**config.mk**
```make
export PLATFORM = sky130hd
export DESIGN_NAME = data_memory_ctrl
export DESIGN_NICKNAME = d
export VERILOG_FILES = /design/src/rtl/dmem_pkg.sv /design/src/rtl/dmem_array.sv /design/src/rtl/data_memory_ctrl.sv
export SDC_FILE = /design/constraint.sdc
export NUM_CORES = 2
export LEC_CHECK = 0
export ABC_CLOCK_PERIOD_IN_PS = 6250
export BUFFER_PORTS_ARGS = -buffer_cell sky130_fd_sc_hd__buf_2
export CELL_PAD_IN_SITES_DETAIL_PLACEMENT = 1
export CELL_PAD_IN_SITES_GLOBAL_PLACEMENT = 1
export CORE_UTILIZATION = 55
export DETAILED_ROUTE_END_ITERATION = 10
export PLACE_DENSITY_LB_ADDON = 0.08
export RECOVER_POWER = 100
export SLEW_MARGIN = 20
export SYNTH_ARGS = -nofsm -noshare
export SYNTH_HDL_FRONTEND = slang
export SYNTH_SLANG_ARGS = --single-unit
export TNS_END_PERCENT = 10
```
**constraint.sdc**
```tcl
create_clock -name clk -period 6.25 [get_ports clk]
set_clock_uncertainty 0.2 [all_clocks]
set_input_delay 0.625 -clock clk [delete_from_list [all_inputs] [get_ports clk]]
set_output_delay 0.625 -clock clk [all_outputs]
set_load 0.05 [all_outputs]
```
**src/rtl/dmem_pkg.sv**
```systemverilog
// Shared types and defaults for the parametrised data memory controller.
// The byte-lane count helper is used by both the controller and the array.
package dmem_pkg;

   typedef enum logic [0:0] {
      DM_CLEAR = 1'b0,
      DM_IDLE  = 1'b1
   } dm_state_e;

   localparam int DM_DATA_W_DEF = 8;
   localparam int DM_ADDR_W_DEF = 8;
   localparam int DM_DEPTH_DEF  = 256;

   // Number of byte lanes in a word; returns 0 for widths that are not whole bytes
   // so the enclosing module's elaboration check can reject them.
   function automatic int dm_nb(input int data_w);
      if ((data_w % 8) != 0) begin
         return 0;
      end else begin
         return data_w / 8;
      end
   endfunction

endpackage

```
**src/rtl/dmem_array.sv**
```systemverilog
// Parametrised single-port RAM with per-byte write strobes and a registered read port.
// Kept reset-free so it maps onto block RAM.
module dmem_array
   import dmem_pkg::*;
#(
   parameter int  DATA_W = DM_DATA_W_DEF,
   parameter int  AW     = DM_ADDR_W_DEF,
   parameter int  DEPTH  = DM_DEPTH_DEF,
   localparam int NB     = dm_nb(DATA_W)
) (
   input  logic              clk,
   input  logic              we,
   input  logic              re,
   input  logic [AW-1:0]     adr,
   input  logic [DATA_W-1:0] wdata,
   input  logic [NB-1:0]     wstrb,
   output logic [DATA_W-1:0] rdata
);

   logic [DATA_W-1:0] mem_r [DEPTH];
   logic [DATA_W-1:0] rdata_r;

   // Lane-masked synchronous write
   always_ff @(posedge clk) begin
      if (we) begin
         for (int i = 0; i < NB; i++) begin
            if (wstrb[i]) begin
               mem_r[adr][8*i +: 8] <= wdata[8*i +: 8];
            end
         end
      end
   end

   // Registered read; holds the last word read while re is low
   always_ff @(posedge clk) begin
      if (re) begin
         rdata_r <= mem_r[adr];
      end
   end

   assign rdata = rdata_r;

endmodule

```
**src/rtl/data_memory_ctrl.sv**
```systemverilog
// Load/store data memory controller: clear sequencer, range check, request/ready
// handshake and valid-qualified registered read in front of a byte-strobed RAM.
module data_memory_ctrl
   import dmem_pkg::*;
#(
   parameter int  DATA_W = DM_DATA_W_DEF,
   parameter int  ADDR_W = DM_ADDR_W_DEF,
   parameter int  DEPTH  = DM_DEPTH_DEF,
   localparam int NB     = dm_nb(DATA_W)
) (
   input  logic              clk,
   input  logic              rst_n,
   input  logic              clr_req,
   input  logic              req,
   input  logic              we,
   input  logic [ADDR_W-1:0] adr,
   input  logic [DATA_W-1:0] wdata,
   input  logic [NB-1:0]     wstrb,
   output logic              ready,
   output logic              rvalid,
   output logic [DATA_W-1:0] rdata,
   output logic              err,
   output logic              busy
);

   localparam int              AW      = (DEPTH > 1) ? $clog2(DEPTH) : 1;
   localparam logic [ADDR_W:0] DEPTH_C = (ADDR_W+1)'(DEPTH);
   localparam logic [ADDR_W:0] LAST_C  = (ADDR_W+1)'(DEPTH - 1);

   if ((DATA_W < 8) || ((DATA_W % 8) != 0)) begin : g_bad_data_w
      $error("data_memory_ctrl: DATA_W must be a positive multiple of 8");
   end
   if ((DEPTH < 1) || (DEPTH > (2 ** ADDR_W))) begin : g_bad_depth
      $error("data_memory_ctrl: DEPTH must lie in 1 .. 2**ADDR_W");
   end

   dm_state_e         state_r;
   dm_state_e         state_nxt_s;
   logic [ADDR_W:0]   cnt_r;
   logic [ADDR_W:0]   cnt_nxt_s;
   logic              ready_r;
   logic              busy_r;
   logic              rvalid_r;
   logic              err_r;
   logic              rd_ok_r;
   logic              acc_s;
   logic              in_range_s;
   logic              mem_we_s;
   logic              mem_re_s;
   logic [AW-1:0]     mem_adr_s;
   logic [DATA_W-1:0] mem_wdata_s;
   logic [NB-1:0]     mem_wstrb_s;
   logic [DATA_W-1:0] mem_rdata_s;

   assign acc_s      = req & ready_r;
   assign in_range_s = ({1'b0, adr} < DEPTH_C);

   // Next-state and clear-counter logic
   always_comb begin
      state_nxt_s = state_r;
      cnt_nxt_s   = cnt_r;
      case (state_r)
         DM_CLEAR: begin
            if (clr_req) begin
               cnt_nxt_s = '0;
            end else if (cnt_r == LAST_C) begin
               state_nxt_s = DM_IDLE;
               cnt_nxt_s   = '0;
            end else begin
               cnt_nxt_s = cnt_r + {{ADDR_W{1'b0}}, 1'b1};
            end
         end
         DM_IDLE: begin
            if (clr_req) begin
               state_nxt_s = DM_CLEAR;
               cnt_nxt_s   = '0;
            end else begin
               state_nxt_s = DM_IDLE;
               cnt_nxt_s   = '0;
            end
         end
         default: begin
            state_nxt_s = DM_CLEAR;
            cnt_nxt_s   = '0;
         end
      endcase
   end

   // Array port steering: the sweep owns the port while clearing
   always_comb begin
      mem_we_s    = 1'b0;
      mem_re_s    = 1'b0;
      mem_adr_s   = adr[AW-1:0];
      mem_wdata_s = wdata;
      mem_wstrb_s = wstrb;
      if (state_r == DM_CLEAR) begin
         mem_we_s    = 1'b1;
         mem_adr_s   = cnt_r[AW-1:0];
         mem_wdata_s = '0;
         mem_wstrb_s = '1;
      end else begin
         mem_we_s = acc_s & we & in_range_s;
         mem_re_s = acc_s & ~we & in_range_s;
      end
   end

   // State, counter and handshake flags; ready/busy follow the next state
   always_ff @(posedge clk or negedge rst_n) begin
      if (!rst_n) begin
         state_r <= DM_CLEAR;
         cnt_r   <= '0;
         ready_r <= 1'b0;
         busy_r  <= 1'b1;
      end else begin
         state_r <= state_nxt_s;
         cnt_r   <= cnt_nxt_s;
         ready_r <= (state_nxt_s == DM_IDLE);
         busy_r  <= (state_nxt_s == DM_CLEAR);
      end
   end

   // Response pulses; rd_ok_r masks rdata to zero after reset or an out-of-range read
   always_ff @(posedge clk or negedge rst_n) begin
      if (!rst_n) begin
         rvalid_r <= 1'b0;
         err_r    <= 1'b0;
         rd_ok_r  <= 1'b0;
      end else begin
         rvalid_r <= acc_s & ~we;
         err_r    <= acc_s & ~in_range_s;
         if (acc_s & ~we) begin
            rd_ok_r <= in_range_s;
         end
      end
   end

   dmem_array #(
      .DATA_W (DATA_W),
      .AW     (AW),
      .DEPTH  (DEPTH)
   ) u_array (
      .clk   (clk),
      .we    (mem_we_s),
      .re    (mem_re_s),
      .adr   (mem_adr_s),
      .wdata (mem_wdata_s),
      .wstrb (mem_wstrb_s),
      .rdata (mem_rdata_s)
   );

   assign ready  = ready_r;
   assign busy   = busy_r;
   assign rvalid = rvalid_r;
   assign err    = err_r;
   assign rdata  = mem_rdata_s & {DATA_W{rd_ok_r}};

endmodule

```
==> results.cfg <==
[drt]
dr.pass1.iters = 9
drt_iter0_markers = 5130
final_antenna_net_count = 0
wl_per_cell_um = 33.4
route.detailed.drc = 12
routed_via_density = 6.57
routed-via-count = 41751
drt-total-wl_mm = 213

[global_route]
grt_remaining_overflow = 0
antenna_found_initial = 11
first_global_vias = 42596
grt_use_total_pct = 29.3
grt_pass1_wl_mm = 306
grt_max_degree = 209

[synth]
synth_most_common_cell = edfxtp_1
ys_seq_area_share_pct = 77.7
ys_ff_latch = 2069
yosysTopAreaCellShare_pct = 77.3
async_reset_ff_share_pct = 0.628
synth-main-ff-cell = edfxtp_1
synth_area_leaders = edfxtp_1, mux4_2, a22oi_1
ys_types = 39
synth_edf_count = 2056
ys_warn_count = 0
synthCells = 4112
avgSynthCellArea_um2 = 19.4
syn_area_um2 = 79900
yosys.area.top_type = edfxtp_1
syn_nets = 4135
synthTopCellsByCount = edfxtp_1, mux4_2, nand2_1, nor2_1, nand3_1

[clock_network]
cts_sinks = 2069
cts_tree = built
clkTransAtPathRegs_ps = 60
htree_levels = 4
insertion_delay_ps = 830
postCtsSetupBuffers = 0
cts_buffers = 205
clockBufferDepth = 3
root_buffer = clkbuf_16

[worst_setup_path]
critical-path-top-delay-family = simple AND/OR/NAND/NOR gates
r2r-end = u_array.rdata[4]
setup.worst_path.start_class = register
crit_chain = buf_4 -> mux2_2 -> nor2_2 -> buf_4 -> nand3_1 -> nand3_1 -> a41oi_1 -> o31ai_1 -> nand4_1
cp_slowest_stage_delay_ps = 910
path_buf_inv = 2
r2r_slack_ps = 670
cp.depth = 9
r2r_cells = 9
criticalPathCategory = register to register
cp_max_fo = 29
crit_required_ps = 6590
slowest_stage = nor2_2
reg2reg_from = ready
crit_path_end_kind = register
critPathArrivalTime_ps = 5920

[worst_hold_path]
hold_path.class = input pin to register
hold_end = rvalid
hp-start = req
hold_depth = 3

[place]
numPortBuffers = 32
place_congestion = 0.867
dp.final_hpwl_mm = 129
place_ws_ps = 1040

[die]
die_w_um = 383
initial_core_util_pct = 55.5
io_pins = 34
floorplan.rows = 139
core_um2 = 144000
die-area_um2 = 147000
die_h_um = 383

[layout]
finish.utilization_pct = 61.9
area_growth_pct = 11.5
drive_gt1_share_pct = 19.5
fillers = 11997
fin_nets = 4309

[timing]
setup_slack_ps = 665
relSlewSlack_pct = -153
rsz0062_at_grt = no
finalHoldViolCount = 0
layout_min_cycle_time_ps = 5580
fmax_ghz = 0.179
setup_viol = 0
fin_tns_setup_ps = 0
tightest_slew_ps = 3800
finalCritPeriodShare_pct = 89.4
finalMaxSlewViolations = 1395

[run_status]
violations = design-rule violations, max-capacitance violations, max-slew violations
status = finished, violations left

[power]
leakagePower_nw = 27.8
power.density_nw_per_um2 = 317
peakVddDrop_mv = 0.272

[job]
max_cap_violations = 23
==> tightest hold or removal path, delay by kind of cell <==
family        cells  cell delay (ps)
simple gates      2              300
buf+inv           1              140
==> where the power goes <==
group	switching (mW)	total, mW	internal, mW
clock network	5.11	11.8	6.66
logic	0.863	1.43	0.564
registers	0.0104	15.1	15.0
==> worst max-delay path by stage <==
stage	start	endpoint	slack [ps]
finish	ready	u_array.rdata[4]	670
global route	ready	u_array.mem_r[74][7]	500
CTS	ready	u_array.rdata[1]	1170
detailed placement	adr[0]	u_array.rdata[1]	1040
global placement	adr[0]	u_array.rdata[1]	1030
floorplan	ready	u_array.mem_r[0][0]	330
==> state kept, by name, summed over array words and instances, names as in the netlist <==
register       count
rd_ok_r            1
u_array.rdata      8
u_array.mem_r   2048
rvalid             1
busy               1
cnt_r              9
ready              1
==> metrics by stage <==
step                      instance area (µm²)  hold slack, ps  std cells  power [mW]
after CTS                               89500            29.8       6353        28.4
final                                   89100            99.3       6357        28.3
after global routing                    89000             106       6355        28.9
after global placement                  83100             320       5976        16.8
after detailed placement                83100             329       5977        16.8
after floorplan                         79900             129       4112        16.3
==> what timing repair did <==
| item | CTS | global route |
|---|---|---|
| resized for setup | 0 | 0 |
| hold endpoints to repair | 18 | 0 |
| hold buffers | 3 | 0 |
==> placed cells by master, fill, tap and decap left out, types with 3 or more instances in the layout <==
master         netlist  routed
edfxtp_1          2056    2056
mux4_2             432     432
nand2_1            348     348
nor2_1             274     273
nand3_1            265     260
clkbuf_16            0     209
a22oi_1            192     184
nand4_1            144     144
clkbuf_1           153     135
buf_4               13      70
clkinv_1             0      45
clkinv_2             0      44
a21oi_1             28      24
buf_2               51      21
a41oi_1             16      16
o31ai_1             16      16
buf_12               0      15
bufinv_16            0      12
dfrtp_1             12      12
o21ai_0              8       9
o21a_1               9       9
nor3_1               9       9
a22oi_2              0       8
and2_1              16       8
clkbuf_2             0       8
nand3b_1             6       6
or3b_2               6       6
inv_6                0       6
clkbuf_8             0       6
inv_1                5       5
and2_0               0       5
nand3_2              0       5
clkbuf_4             0       5
xor2_1               4       4
and3_1               3       3
and2_4               0       3
dlygate4sd3_1        0       3
==> per-layer routing <==
layer / GRT usage [%] / share of wire, %
met1: 43.4 / 42
met2: 45.6 / 48
met3: 4.97 / 8.2
met4: 8.17 / 2.5
met5: 0 / 0.023
==> layout make-up <==
| cell class | count | area (µm²) | area share, % |
|---|---|---|---|
| flip-flops and latches | 2069 | 62100 | 69.7 |
| multi-input cells | 1796 | 16900 | 19.0 |
| clock buffers | 264 | 5500 | 6.17 |
| well taps | 1903 | 2380 | 2.67 |
| repair buffers | 209 | 1370 | 1.54 |
| clock inverters | 109 | 830 | 0.932 |
| inverters | 5 | 18.8 | 0.0211 |
| diodes | 2 | 5.00 | 0.00562 |
==> logic make-up (layout without fill, tap and decap cells) <==
logic type      Yosys count  count (layout)  share of synthesized area, %
other cells               1               3                       0.00469
buf+inv                 247             587                          1.38
mux                     437             437                          12.2
flops                  2069            2069                          77.7
xor+xnor                  6               6                        0.0658
simple gates           1076            1076                          6.08
compound gates          275             275                          2.50
fa+ha+maj                 1               1                        0.0157
No activity file was read; power rests on OpenSTA's default activity.
